$ cat src/rtl/mem_stage_lsu_pkg.sv
// Shared encodings for the memory-stage load/store unit: load/store kind bit
// indices, bus size codes and the access FSM states.
package mem_stage_lsu_pkg;

  localparam int LS_LB  = 0;
  localparam int LS_LBU = 1;
  localparam int LS_LH  = 2;
  localparam int LS_LHU = 3;
  localparam int LS_LW  = 4;
  localparam int LS_SB  = 5;
  localparam int LS_SH  = 6;
  localparam int LS_SW  = 7;
  localparam int LS_LWL = 8;
  localparam int LS_LWR = 9;
  localparam int LS_SWL = 10;
  localparam int LS_SWR = 11;
  localparam int LS_LL  = 12;
  localparam int LS_SC  = 13;
  localparam int LS_W   = 14;

  localparam logic [1:0] SIZE_BYTE = 2'd0;
  localparam logic [1:0] SIZE_HALF = 2'd1;
  localparam logic [1:0] SIZE_WORD = 2'd2;

  typedef enum logic [2:0] {IDLE, REQ, WAIT, DONE, DRAIN} lsu_state_e;

endpackage

$ cat src/rtl/mem_stage_lsu_align.sv
// Combinational load extraction/merge and store strobe/data generation.
// LWL/LWR/SWL/SWR are handled only when MEM_UNALIGNED_EN is defined.
module lsu_align
  import mem_stage_lsu_pkg::*;
(
  input  logic [13:0] l_s_type,
  input  logic [1:0]  addr_lo,
  input  logic [31:0] rt_value,
  input  logic [31:0] rdata,
  output logic [31:0] load_data,
  output logic [31:0] wdata,
  output logic [3:0]  wstrb,
  output logic [1:0]  size,
  output logic        misalign,
  output logic        unsup
);

  logic [7:0]  byte_sel;
  logic [15:0] half_sel;

  assign byte_sel = rdata[{addr_lo, 3'b000} +: 8];
  assign half_sel = addr_lo[1] ? rdata[31:16] : rdata[15:0];

  always_comb begin
    load_data = '0;
    if (l_s_type[LS_LB])                     load_data = {{24{byte_sel[7]}}, byte_sel};
    if (l_s_type[LS_LBU])                    load_data = {24'b0, byte_sel};
    if (l_s_type[LS_LH])                     load_data = {{16{half_sel[15]}}, half_sel};
    if (l_s_type[LS_LHU])                    load_data = {16'b0, half_sel};
    if (l_s_type[LS_LW] || l_s_type[LS_LL])  load_data = rdata;
`ifdef MEM_UNALIGNED_EN
    // Left/right loads merge the fetched bytes into the old register value.
    if (l_s_type[LS_LWL]) begin
      case (addr_lo)
        2'd0:    load_data = {rdata[7:0],  rt_value[23:0]};
        2'd1:    load_data = {rdata[15:0], rt_value[15:0]};
        2'd2:    load_data = {rdata[23:0], rt_value[7:0]};
        default: load_data = rdata;
      endcase
    end
    if (l_s_type[LS_LWR]) begin
      case (addr_lo)
        2'd0:    load_data = rdata;
        2'd1:    load_data = {rt_value[31:24], rdata[31:8]};
        2'd2:    load_data = {rt_value[31:16], rdata[31:16]};
        default: load_data = {rt_value[31:8],  rdata[31:24]};
      endcase
    end
`endif
  end

  always_comb begin
    wdata = rt_value;
    wstrb = 4'b0000;
    size  = SIZE_WORD;
    if (l_s_type[LS_LB] || l_s_type[LS_LBU] || l_s_type[LS_SB]) size = SIZE_BYTE;
    if (l_s_type[LS_LH] || l_s_type[LS_LHU] || l_s_type[LS_SH]) size = SIZE_HALF;
    if (l_s_type[LS_SB]) begin
      wdata = {4{rt_value[7:0]}};
      wstrb = 4'b0001 << addr_lo;
    end
    if (l_s_type[LS_SH]) begin
      wdata = {2{rt_value[15:0]}};
      wstrb = 4'b0011 << addr_lo;
    end
    if (l_s_type[LS_SW] || l_s_type[LS_SC]) wstrb = 4'b1111;
`ifdef MEM_UNALIGNED_EN
    if (l_s_type[LS_SWL]) begin
      case (addr_lo)
        2'd0:    begin wstrb = 4'b0001; wdata = {24'b0, rt_value[31:24]}; end
        2'd1:    begin wstrb = 4'b0011; wdata = {16'b0, rt_value[31:16]}; end
        2'd2:    begin wstrb = 4'b0111; wdata = {8'b0,  rt_value[31:8]};  end
        default: begin wstrb = 4'b1111; wdata = rt_value;                 end
      endcase
    end
    if (l_s_type[LS_SWR]) begin
      case (addr_lo)
        2'd0:    begin wstrb = 4'b1111; wdata = rt_value;                 end
        2'd1:    begin wstrb = 4'b1110; wdata = {rt_value[23:0], 8'b0};  end
        2'd2:    begin wstrb = 4'b1100; wdata = {rt_value[15:0], 16'b0}; end
        default: begin wstrb = 4'b1000; wdata = {rt_value[7:0],  24'b0}; end
      endcase
    end
`endif
  end

  assign misalign = ((l_s_type[LS_LW] | l_s_type[LS_LL] | l_s_type[LS_SW] | l_s_type[LS_SC])
                     & (addr_lo != 2'b00))
                  | ((l_s_type[LS_LH] | l_s_type[LS_LHU] | l_s_type[LS_SH]) & addr_lo[0]);

`ifdef MEM_UNALIGNED_EN
  assign unsup = 1'b0;
`else
  assign unsup = l_s_type[LS_LWL] | l_s_type[LS_LWR] | l_s_type[LS_SWL] | l_s_type[LS_SWR];
`endif

endmodule

$ cat src/rtl/mem_stage_lsu.sv
// Memory-stage LSU: alignment check, request/addr_ok/data_ok bus FSM, stall and
// load return. Optional LWL/LWR/SWL/SWR support via MEM_UNALIGNED_EN.
module mem_stage_lsu
  import mem_stage_lsu_pkg::*;
(
  input  logic        clk,
  input  logic        rst,
  input  logic        mem_read_enM,
  input  logic        mem_write_enM,
  input  logic [13:0] l_s_typeM,
  input  logic [31:0] mem_addrM,
  input  logic [31:0] rt_valueM,
  input  logic        flushM,
  input  logic        stall_otherM,
  output logic        data_req,
  output logic        data_wr,
  output logic [1:0]  data_size,
  output logic [31:0] data_addr,
  output logic [31:0] data_wdata,
  output logic [3:0]  data_wstrb,
  input  logic        data_addr_ok,
  input  logic        data_data_ok,
  input  logic [31:0] data_rdata,
  output logic        stall_lsu,
  output logic [31:0] load_dataM,
  output logic        adelM,
  output logic        adesM,
  output logic [31:0] bad_vaddrM
);

  logic [31:0] ext_load, ext_wdata, bus_addr;
  logic [3:0]  ext_wstrb;
  logic [1:0]  ext_size;
  logic        misalign, unsup, access;

  lsu_state_e  state_q, state_d;
  logic        cancel_q, cancel_d;
  logic [31:0] latch_q, latch_d;
  logic [31:0] req_addr_q, req_addr_d, req_wdata_q, req_wdata_d;
  logic [3:0]  req_wstrb_q, req_wstrb_d;
  logic [1:0]  req_size_q, req_size_d;
  logic        req_wr_q, req_wr_d;

  lsu_align u_align (
    .l_s_type  (l_s_typeM),
    .addr_lo   (mem_addrM[1:0]),
    .rt_value  (rt_valueM),
    .rdata     (data_rdata),
    .load_data (ext_load),
    .wdata     (ext_wdata),
    .wstrb     (ext_wstrb),
    .size      (ext_size),
    .misalign  (misalign),
    .unsup     (unsup)
  );

  assign adelM      = mem_read_enM & misalign;
  assign adesM      = mem_write_enM & misalign;
  assign bad_vaddrM = mem_addrM;
  assign access     = (mem_read_enM | mem_write_enM) & ~flushM & ~adelM & ~adesM & ~unsup;
  assign bus_addr   = (ext_size == SIZE_WORD) ? {mem_addrM[31:2], 2'b00} : mem_addrM;

  always_comb begin
    state_d     = state_q;
    cancel_d    = cancel_q;
    latch_d     = latch_q;
    req_addr_d  = req_addr_q;
    req_wdata_d = req_wdata_q;
    req_wstrb_d = req_wstrb_q;
    req_size_d  = req_size_q;
    req_wr_d    = req_wr_q;
    data_req    = 1'b0;
    data_wr     = mem_write_enM;
    data_size   = ext_size;
    data_addr   = bus_addr;
    data_wdata  = ext_wdata;
    data_wstrb  = ext_wstrb;
    stall_lsu   = 1'b0;
    load_dataM  = '0;
    case (state_q)
      IDLE: begin
        if (access) begin
          data_req    = 1'b1;
          stall_lsu   = 1'b1;
          req_addr_d  = bus_addr;
          req_wdata_d = ext_wdata;
          req_wstrb_d = ext_wstrb;
          req_size_d  = ext_size;
          req_wr_d    = mem_write_enM;
          state_d     = data_addr_ok ? WAIT : REQ;
        end
      end
      REQ: begin
        // A raised request is never withdrawn, so it replays the captured
        // fields even if the M-stage inputs change under a flush.
        data_req   = 1'b1;
        stall_lsu  = 1'b1;
        data_wr    = req_wr_q;
        data_size  = req_size_q;
        data_addr  = req_addr_q;
        data_wdata = req_wdata_q;
        data_wstrb = req_wstrb_q;
        if (flushM) cancel_d = 1'b1;
        if (data_addr_ok) begin
          state_d  = (cancel_q | flushM) ? DRAIN : WAIT;
          cancel_d = 1'b0;
        end
      end
      WAIT: begin
        if (data_data_ok) begin
          load_dataM = ext_load;
          if (stall_otherM && !flushM) begin
            latch_d = ext_load;
            state_d = DONE;
          end else begin
            state_d = IDLE;
          end
        end else begin
          stall_lsu = 1'b1;
          if (flushM) state_d = DRAIN;
        end
      end
      DONE: begin
        load_dataM = latch_q;
        if (flushM || !stall_otherM) state_d = IDLE;
      end
      DRAIN: begin
        stall_lsu = access;
        if (data_data_ok) state_d = IDLE;
      end
      default: state_d = IDLE;
    endcase
  end

  always_ff @(posedge clk) begin
    if (!rst) begin
      state_q     <= IDLE;
      cancel_q    <= 1'b0;
      latch_q     <= '0;
      req_addr_q  <= '0;
      req_wdata_q <= '0;
      req_wstrb_q <= '0;
      req_size_q  <= SIZE_BYTE;
      req_wr_q    <= 1'b0;
    end else begin
      state_q     <= state_d;
      cancel_q    <= cancel_d;
      latch_q     <= latch_d;
      req_addr_q  <= req_addr_d;
      req_wdata_q <= req_wdata_d;
      req_wstrb_q <= req_wstrb_d;
      req_size_q  <= req_size_d;
      req_wr_q    <= req_wr_d;
    end
  end

endmodule

$ cat config.mk
export PLATFORM = sky130hd
export DESIGN_NAME = mem_stage_lsu
export DESIGN_NICKNAME = d
export VERILOG_FILES = /design/src/rtl/mem_stage_lsu_pkg.sv /design/src/rtl/mem_stage_lsu_align.sv /design/src/rtl/mem_stage_lsu.sv
export SDC_FILE = /design/constraint.sdc
export NUM_CORES = 1
export LEC_CHECK = 0
export BUFFER_PORTS_ARGS = -buffer_cell sky130_fd_sc_hd__buf_2
export CAP_MARGIN = 25
export CELL_PAD_IN_SITES_DETAIL_PLACEMENT = 1
export CELL_PAD_IN_SITES_GLOBAL_PLACEMENT = 2
export CORE_MARGIN = 5
export CORE_UTILIZATION = 25
export DETAILED_ROUTE_END_ITERATION = 8
export GPL_TIMING_DRIVEN = 0
export PLACE_DENSITY = 0.77
export SLEW_MARGIN = 10
export SYNTH_ARGS = -nofsm -noshare
export SYNTH_HDL_FRONTEND = slang
export SYNTH_SLANG_ARGS = --single-unit
$ cat constraint.sdc
create_clock -name clk -period 2.8 [get_ports clk]
set_input_delay 0.28 -clock clk [delete_from_list [all_inputs] [get_ports clk]]
set_output_delay 0.28 -clock clk [all_outputs]
set_load 0.02 [all_outputs]
Word level (Yosys, flattened, before mapping)
Cells that the tools add are included.
{"block": "op_classes", "bitwise": 23, "multipliers": 0, "div_mod_pow": 0, "n_reduce_logical": 17, "shift": 3, "n_mux": 37, "magnitude_cmp": 0, "n_addsub": 0, "eq_ne": 10}
{"op": "2-to-1 mux 32 bit", "n": 10}
{"op": "one-hot mux 32 bit (2 select lines)", "n": 1}
{"op": "variable part select 32 x 6 -> 8 bit", "n": 1}
{"op": "2-to-1 mux 3 bit", "n": 7}
{"op": "2-to-1 mux 16 bit", "n": 1}
{"op": "2-to-1 mux 4 bit", "n": 4}
{"op": "one-hot mux 3 bit (5 select lines)", "n": 1}
{"op": "2-to-1 mux 2 bit", "n": 6}
{"op": "OR 1 bit", "n": 11}
{"op": "bitwise AND 1 bit", "n": 8}
{"op": "inequality test 2 bit (second input constant)", "n": 4}
{"op": "logical OR 1 bit", "n": 7}
{"op": "== test 3 x 2 -> 1 bit (second input constant)", "n": 2}
{"op": "2-to-1 mux 1 bit", "n": 5}
{"op": "AND reduction 5 bit", "n": 1}
{"op": "NOT 1 bit", "n": 4}
{"op": "one-hot mux 1 bit (4 select lines)", "n": 1}
{"op": "AND reduction 2 bit", "n": 2}
{"op": "nonzero test 2 bit", "n": 2}
{"op": "<< shifter 1 x 2 -> 4 bit (first input constant)", "n": 1}
{"op": "<< shifter 2 x 2 -> 4 bit (first input constant)", "n": 1}
{"op": "== test 3 x 1 -> 1 bit (second input constant)", "n": 1}
{"op": "== test 3 bit (second input constant)", "n": 1}
{"op": "zero test 3 bit", "n": 1}
{"op": "6 further kinds", "n": 7}
{"block": "word_totals", "wordCells": 98, "romBits": 0, "input_bits": 118, "ramBits": 0, "output_inout_bits": 139, "latchBits": 0, "regBits": 107, "memories": 0}

Depth between registers and ports, before layout
Gate-level depths: netlist (run 1).
{"block": "logic_depth", "word_depth": 12, "mapped_depth": 9, "ltp_nobuf": 6}

Modules after synthesis
A second synthesis (run 1) with hierarchy kept.
{"block": "hier_totals", "cells_unflattened": 853, "area_unflattened_um2": 6907.9}
{"mod": "mem_stage_lsu", "seq_area_each_um2": 2142.1, "area_each_um2": 5594.1, "cells_each": 648, "n_inst": 1}
{"mod": "lsu_align", "seq_area_each_um2": 0.0, "area_each_um2": 1313.8, "cells_each": 205, "n_inst": 1}

Worst setup path before layout (run 1)
No wires, ideal clock.
{"block": "synth_path", "kind": "input to output", "start": "in l_s_typeM[5]", "end": "out data_size[1]", "path_slack_ps": 545, "arrival_ps": 1975, "n_path_buf": 1, "path_stages": 4, "cell_sequence": "clkbuf_1 nor2_1 nand3_1 o21ai_0"}
{"block": "synth_via", "elab_chain_len": 4}
{"element": "start: declaration", "line": "mem_stage_lsu.sv:10", "rtl": "input logic [13:0] l_s_typeM,"}
{"element": "logical OR 1 bit", "line": "mem_stage_lsu_align.sv:56", "rtl": "if (l_s_type[LS_LB] || l_s_type[LS_LBU] || l_s_type[LS_SB]) size = SIZE_BYTE;"}
{"element": "2-to-1 mux 2 bit", "line": "mem_stage_lsu_align.sv:56"}
{"element": "2-to-1 mux 2 bit", "line": "mem_stage_lsu_align.sv:57", "rtl": "if (l_s_type[LS_LH] || l_s_type[LS_LHU] || l_s_type[LS_SH]) size = SIZE_HALF;"}
{"element": "2-to-1 mux 2 bit", "line": "mem_stage_lsu.sv:80", "rtl": "case (state_q)"}
{"element": "end: declaration", "line": "mem_stage_lsu.sv:17", "rtl": "output logic [1:0] data_size,"}
No other way between the ends.

Worst setup path after layout (run 1)
{"block": "layout_path", "start": "reg state_q[0]", "end": "out load_dataM[7]"}
{"block": "layout_via", "elab_chain_len": 2}
{"element": "start: declaration", "line": "mem_stage_lsu.sv:36", "rtl": "lsu_state_e state_q, state_d;"}
{"element": "start signal: assignment", "line": "mem_stage_lsu.sv:146", "rtl": "state_q <= state_d;"}
{"element": "== test 3 x 2 -> 1 bit", "line": "mem_stage_lsu.sv:80"}
{"element": "one-hot mux 32 bit (2 select lines) *", "line": "mem_stage_lsu.sv:80"}
{"element": "end: declaration", "line": "mem_stage_lsu.sv:25", "rtl": "output logic [31:0] load_dataM,"}
Mark *: on every way between the ends. The rest lies on a longest branch, timed or not.

==> impl_metrics.env, run 1 <==
export IMPL_status="finished clean"
export IMPL_avgSynthCellArea_um2=7.03
export IMPL_max_freq_ghz=0.377
export IMPL_fin_crit_ns=2.65
export IMPL_dieArea_um2=28600
export IMPL_gp_congestion=0.804
export IMPL_antenna_found_initial=1
export IMPL_synth_compound_area_share_pct=19.9
export IMPL_placementRows=58
export IMPL_crit_type="reg2out"
export IMPL_grt_max_degree=22
export IMPL_p_leak_nw=3.78
export IMPL_cp_max_fo=10
export IMPL_cp_start_kind="flop"
export IMPL_ant_nets=0
export IMPL_totalWireLength_um=26800
export IMPL_cts_resized=18
export IMPL_clockBufferDepth=2
export IMPL_cts_sinks=107
export IMPL_yosys_area_top_type="dfxtp_1"
export IMPL_reg2reg_slack_ns=0.43
export IMPL_rsz0062_at_grt="no"
export IMPL_die_w_um=169
export IMPL_drcViolationCount=0
export IMPL_drt_wirelength_per_cell_um=17.8
export IMPL_crit_chain="clkbuf_2 -> and3b_1 -> clkbuf_1 -> buf_2 -> nand2_1 -> o21ai_0 -> buf_2"
export IMPL_synth_xor_area_share_pct=0.139
export IMPL_postCtsSetupRepairBufs=0
export IMPL_yosysUniqueCellTypes=51
export IMPL_relSlewSlack_pct=45.2
export IMPL_yosysTopAreaCellShare_pct=33.9
export IMPL_endpoint_kind="primary output"
export IMPL_cts_root_buf="clkbuf_16"
export IMPL_synth_area_leaders="dfxtp_1 34%, nand2_1 18%, a21oi_1 6.5%"
export IMPL_io_pins=257
export IMPL_area_growth_pct=32.8
export IMPL_drv_cap=0
export IMPL_clock_skew_final_ns=0.0118
export IMPL_worstPathRequired_ns=2.52
export IMPL_setup_tns_ns=0
export IMPL_synth_edf_count=0
export IMPL_vias=7111
export IMPL_insertion_delay_ns=0.37
export IMPL_drive_gt1_share_pct=33.1
export IMPL_peakVddDrop_v=0.000230
export IMPL_synth_fa_ha_area_share_pct=0.792
export IMPL_grt_pass1_wl_um=41400
export IMPL_port_buffers=255
export IMPL_netlist_area_um2=6320
export IMPL_placed_cell_area_um2=8020
export IMPL_die_h_um=169
export IMPL_ys_ff_latch=107
export IMPL_final_util_pct=33.5
export IMPL_vias_per_cell=4.74
export IMPL_power_per_cell_area_nw_per_um2=440
export IMPL_slew_violations=0
export IMPL_final_nets=1287
export IMPL_tightest_slew_ns=0.821
export IMPL_cts_tree="built"
export IMPL_layout_cells_non_filler=1500
export IMPL_dp_hpwl_um=21000
export IMPL_ys_warn_count=0
export IMPL_ctsHoldBuffers=0
export IMPL_final_period_utilization_pct=94.8
export IMPL_ys_seq_area_share_pct=33.9
export IMPL_start_util_pct=25.2
export IMPL_setup_viol=0
export IMPL_finalInstanceArea_um2=8390
export IMPL_synthCells=899
export IMPL_synth_top_family_by_area="simple AND/OR/NAND/NOR gates"
export IMPL_yosys_most_used_dff="dfxtp_1"
export IMPL_antenna_cells=0
export IMPL_first_pass_iters=4
export IMPL_synthMuxAreaShare_pct=8.39
export IMPL_final_common_cell="nand2_1"
export IMPL_cpMostUsedCell="buf_2"
export IMPL_cts_buffers=9
export IMPL_htree_levels=3
export IMPL_critPathSlowestCell="dfxtp_1"
export IMPL_grt_overflow=0
export IMPL_slowest_delay_ns=0.46
export IMPL_synthSimpleGateAreaFrac_pct=27.8
export IMPL_grt_pass1_vias=7151
export IMPL_mostFrequentLayoutCells="298 x nand2_1, 267 x buf_2, 107 x dfxtp_1, 92 x nor2_1, 82 x a21oi_1"
export IMPL_track_usage_pct=18.1
export IMPL_fp_coreArea_um2=25000
export IMPL_holdCritPathClass="in2reg"
export IMPL_cp_arrival_ns=2.37
export IMPL_finalHoldViolations=0
export IMPL_synth_async_sr_flop_share_pct=0
export IMPL_synth_nets=1021
export IMPL_path_clk_slew_ns=0.09
export IMPL_dp_cells=1485
export IMPL_dr_first_iter_drc_count=426
-- power by group --
group	total [mW]	switching [mW]	internal, mW	leakage (nW)
sequential	1.53	0.00233	1.52	0.862
clock	1.44	0.706	0.733	0.160
combinational	0.725	0.455	0.270	2.76
-- worst max-delay path, delay by kind of cell, from the launching register on --
family	cells	cell delay (ns)
buffers and inverters	4	1.12
flip-flops	1	0.46
AND/OR/NAND/NOR	2	0.26
AO/OA/AOI/OAI	1	0.17
-- cells by family after synthesis --
kind of cell,Yosys count
AO/OA/AOI/OAI,200
AND/OR/NAND/NOR,435
adder cells (fa/ha/maj),4
multiplexers,49
buffers and inverters,103
flip-flops,107
XOR/XNOR,1
-- area by class of cell --
class / instances / area [um2]
Timing Repair Buffer: 256 / 1280
Tap cell: 330 / 413
Multi-Input combinational cell: 689 / 3630
Buffer: 97 / 576
Clock buffer: 9 / 225
Sequential cell: 107 / 2140
Inverter: 5 / 18.8
Fill cell: 3225 / 16600
Clock inverter: 7 / 108
-- registers in the layout, indices dropped and copies added (netlist names) --
signal / count
req_wr_q: 1
req_wstrb_q: 4
latch_q: 32
state_q: 3
req_wdata_q: 32
req_size_q: 2
req_addr_q: 32
cancel_q: 1
-- per-layer routing --
layer	up-vias	global-route usage [%]	wire length, um
met5	-	0	15
met4	2	4.59	390
met3	21	2.87	1350
met2	189	30.3	12400
met1	3371	24.5	12600
li1	3528	-	-
-- cell usage after synthesis (11+ instances only) --
library cell    n
mux2i_1        26
a22o_1         15
a211oi_2       11
clkbuf_1       44
o21ai_0        52
dfxtp_1       107
buf_4          36
mux2_2         22
nor2_1         93
buf_2          11
nand2_1       298
a211oi_1       19
a21oi_1        82
-- path summary, 6_finish.rpt --
path / startpoint / endpoint / depth (start not counted)
setup reg to reg: state_q[2] / latch_q[24] / 8
setup / recovery: state_q[0] / load_dataM[7] / 7
hold / removal: data_addr_ok / cancel_q / 2
hold reg to reg: req_addr_q[0] / req_addr_q[0] / 2
-- per-stage QoR --
step	hold WS [ns]	power (mW)	setup slack, ns
after CTS	0.132	3.74	0.0124
final	0.153	3.69	0.147
after detailed placement	0.445	2.29	-0.341
after global placement	0.433	2.29	-0.318
after floorplan	0.377	1.97	0.545
after global routing	0.152	3.84	0.00145
Note: power is estimated with default switching activity, not from simulation.
==> run 2, diff against run 1 <==
--- a/config.mk
+++ b/config.mk
@@ -5,6 +5,7 @@
 export SDC_FILE = /design/constraint.sdc
 export NUM_CORES = 1
 export LEC_CHECK = 0
+export ABC_AREA = 1
 export BUFFER_PORTS_ARGS = -buffer_cell sky130_fd_sc_hd__buf_2
 export CAP_MARGIN = 25
 export CELL_PAD_IN_SITES_DETAIL_PLACEMENT = 1
@@ -13,7 +14,7 @@
 export CORE_UTILIZATION = 25
 export DETAILED_ROUTE_END_ITERATION = 8
 export GPL_TIMING_DRIVEN = 0
-export PLACE_DENSITY = 0.77
+export PLACE_DENSITY = 0.79
 export SLEW_MARGIN = 10
 export SYNTH_ARGS = -nofsm -noshare
 export SYNTH_HDL_FRONTEND = slang
==> impl_metrics.env, run 2 <==
export IMPL_fp_coreArea_um2=27800
export IMPL_power_per_cell_area_nw_per_um2=624
export IMPL_p_leak_nw=4.50
export IMPL_finalHoldViolations=0
export IMPL_netlist_area_um2=7030
export IMPL_port_buffers=256
export IMPL_yosysUniqueCellTypes=31
export IMPL_area_growth_pct=29.4
export IMPL_min_path_cells=2
export IMPL_dr_first_iter_drc_count=432
export IMPL_mostFrequentLayoutCells="399 x nand2_1, 282 x buf_2, 110 x inv_1, 107 x dfxtp_1, 101 x o21ai_0"
export IMPL_p_int_mw=2.94
export IMPL_htree_levels=3
export IMPL_rsz0062_at_grt="no"
export IMPL_slowest_delay_ns=0.46
export IMPL_placementRows=61
export IMPL_r2r_start="state_q[0]"
export IMPL_dieArea_um2=31600
export IMPL_cts_tree="built"
export IMPL_status="finished clean"
export IMPL_fill_cells=3753
export IMPL_vias=8383
export IMPL_dp_hpwl_um=25000
export IMPL_gr_usage_met1_pct=25.5
export IMPL_grt_overflow=0
export IMPL_p_sw_share_pct=48.3
export IMPL_drcViolationCount=0
export IMPL_yosys_most_used_dff="dfxtp_1"
export IMPL_first_pass_iters=5
export IMPL_worstReg2RegEnd="req_wdata_q[2]"
export IMPL_antenna_found_initial=0
export IMPL_slew_violations=0
export IMPL_cp_max_fo=10
export IMPL_setup_tns_ns=0
export IMPL_ys_warn_count=0
export IMPL_holdPathEnd="cancel_q"
export IMPL_cp_arrival_ns=2.25
export IMPL_grt_busiest_layer="met2"
export IMPL_die_w_um=178
export IMPL_grt_max_degree=22
export IMPL_switching_power_mw=2.75
export IMPL_drv_cap=0
export IMPL_grt_pass1_vias=8293
export IMPL_critPathBufInv=3
export IMPL_min_from="data_addr_ok"
export IMPL_largest_registers="latch_q: 32 flops, req_addr_q: 32 flops, req_wdata_q: 32 flops"
export IMPL_yosysMostFrequentCell="nand2_1"
export IMPL_totalWireLength_um=31300
export IMPL_die_h_um=178
export IMPL_cpMostUsedCell="nand2_1"
export IMPL_clockPowerShare_pct=24.1
export IMPL_final_common_cell="nand2_1"
export IMPL_synth_nets=1285
export IMPL_fin_crit_ns=2.53
export IMPL_synth_commonest_cells="399 x nand2_1, 110 x inv_1, 107 x dfxtp_1"
export IMPL_peakVddDrop_v=0.000325
export IMPL_final_nets=1552
export IMPL_gr_usage_met3_pct=3.17
export IMPL_pwr_share_comb_pct=47.7
export IMPL_multi_input_area_um2=3840
export IMPL_critPathSlowestCell="clkbuf_1"
export IMPL_tightest_slew_ns=0.586
export IMPL_cp_top_family="buffers and inverters"
export IMPL_grtUsageMet2_pct=33.0
export IMPL_crit_chain="nor2_1 -> nand2_1 -> inv_2 -> clkbuf_1 -> nand2_1 -> o21ai_0 -> buf_2"
export IMPL_drive_gt1_share_pct=27.8
export IMPL_worstPathRequired_ns=2.52
export IMPL_avgSynthCellArea_um2=6.04
export IMPL_holdCritPathClass="in2reg"
export IMPL_yosysTopAreaCellShare_pct=30.5
export IMPL_reg2reg_depth=7
export IMPL_synth_area_leaders="dfxtp_1 30%, nand2_1 21%, o21ai_0 7.2%"
export IMPL_yosys_area_top_type="dfxtp_1"
export IMPL_drt_wirelength_per_cell_um=17.3
export IMPL_start_util_pct=25.3
export IMPL_synth_async_sr_flop_share_pct=0
export IMPL_clock_skew_final_ns=0.0165
export IMPL_cts_sinks=107
export IMPL_max_freq_ghz=0.396
export IMPL_ys_ff_latch=107
export IMPL_postCtsSetupRepairBufs=0
export IMPL_seq_power_share_pct=28.2
export IMPL_gp_congestion=0.860
export IMPL_setup_viol=0
export IMPL_cts_buffers=9
export IMPL_antenna_cells=0
export IMPL_crit_type="reg2out"
export IMPL_cts_root_buf="clkbuf_16"
export IMPL_ff_latch_area_um2=2140
export IMPL_track_usage_pct=19.2
export IMPL_grt_pass1_wl_um=47400
export IMPL_insertion_delay_ns=0.37
export IMPL_whs_ns=0.159
export IMPL_synth_edf_count=0
export IMPL_clockBufferDepth=2
export IMPL_reg2reg_slack_ns=1.05
export IMPL_final_period_utilization_pct=90.3
export IMPL_ant_nets=0
export IMPL_vias_per_cell=4.62
export IMPL_endpoint_kind="primary output"
export IMPL_synthCells=1163
export IMPL_io_pins=257
export IMPL_relSlewSlack_pct=60.9
export IMPL_path_clk_slew_ns=0.08
export IMPL_cp_start_kind="flop"
export IMPL_ys_seq_area_share_pct=30.5
## run 2: cell type report
class | count | share of cell area, %
multi-input combinational | 837 | 42.3
sequential | 107 | 23.5
timing repair buffer | 256 | 14.1
buffer | 102 | 6.67
tap | 378 | 5.20
inverter | 117 | 4.83
clock buffer | 9 | 2.48
clock inverter | 7 | 0.935
## run 2: cells by family (layout without fill, tap and decap cells)
logic type	after synthesis	in the layout	synth area share, %
simple gates	604	604	36.7
fa+ha+maj	4	4	0.712
compound gates	229	229	17.3
flops	107	107	30.5
buf+inv	219	491	14.8
## run 2: how the worst max path moves through the flow
stage | end | slack (ns) | depth (start not counted) | from
2_1_floorplan | load_dataM[15] | 0.96 | 7 | state_q[1]
3_3_place_gp | load_dataM[15] | 0.29 | 8 | l_s_typeM[12]
3_5_place_dp | load_dataM[8] | 0.30 | 8 | l_s_typeM[12]
4_1_cts | data_wdata[31] | 0.03 | 7 | state_q[2]
5_1_grt | data_wdata[22] | 0.002 | 7 | state_q[2]
6_report | data_wdata[22] | 0.27 | 7 | state_q[2]
## run 2: power by group through the flow
| stage | Combinational, mW | Sequential, mW | Clock (mW) |
|---|---|---|---|
| 2_1_floorplan | 1.64 | 1.63 | 0 |
| 3_3_place_gp | 2.74 | 1.64 | 0 |
| 4_1_cts | 2.76 | 1.60 | 1.42 |
| 6_report | 2.71 | 1.60 | 1.37 |
| 3_5_place_dp | 2.75 | 1.64 | 0 |
| 5_1_grt | 2.98 | 1.61 | 1.46 |
## run 2: stage by stage
stage	total power, mW	utilization [%]	std cells	setup slack (ns)	area [um2]
after floorplan	3.27	-	1163	0.959	7030
after global placement	4.38	31.6	1797	0.287	8780
after detailed placement	4.39	31.6	1797	0.296	8780
after CTS	5.78	32.7	1813	0.0331	9090
after global routing	6.05	32.7	1813	0.00215	9100
final	5.68	32.7	1813	0.272	9100
## run 2: repair_timing
| action | CTS | global route |
|---|---|---|
| setup endpoints to repair | 0 | 5 |
| hold buffers | 0 | 0 |
| resized for setup | 0 | 6 |
## run 2: routing by layer
metal | wire (um) | part of all wire, %
met4 | 398 | 1.3
met2 | 14800 | 47
met3 | 1770 | 5.7
met5 | 0 | 0
met1 | 14300 | 46
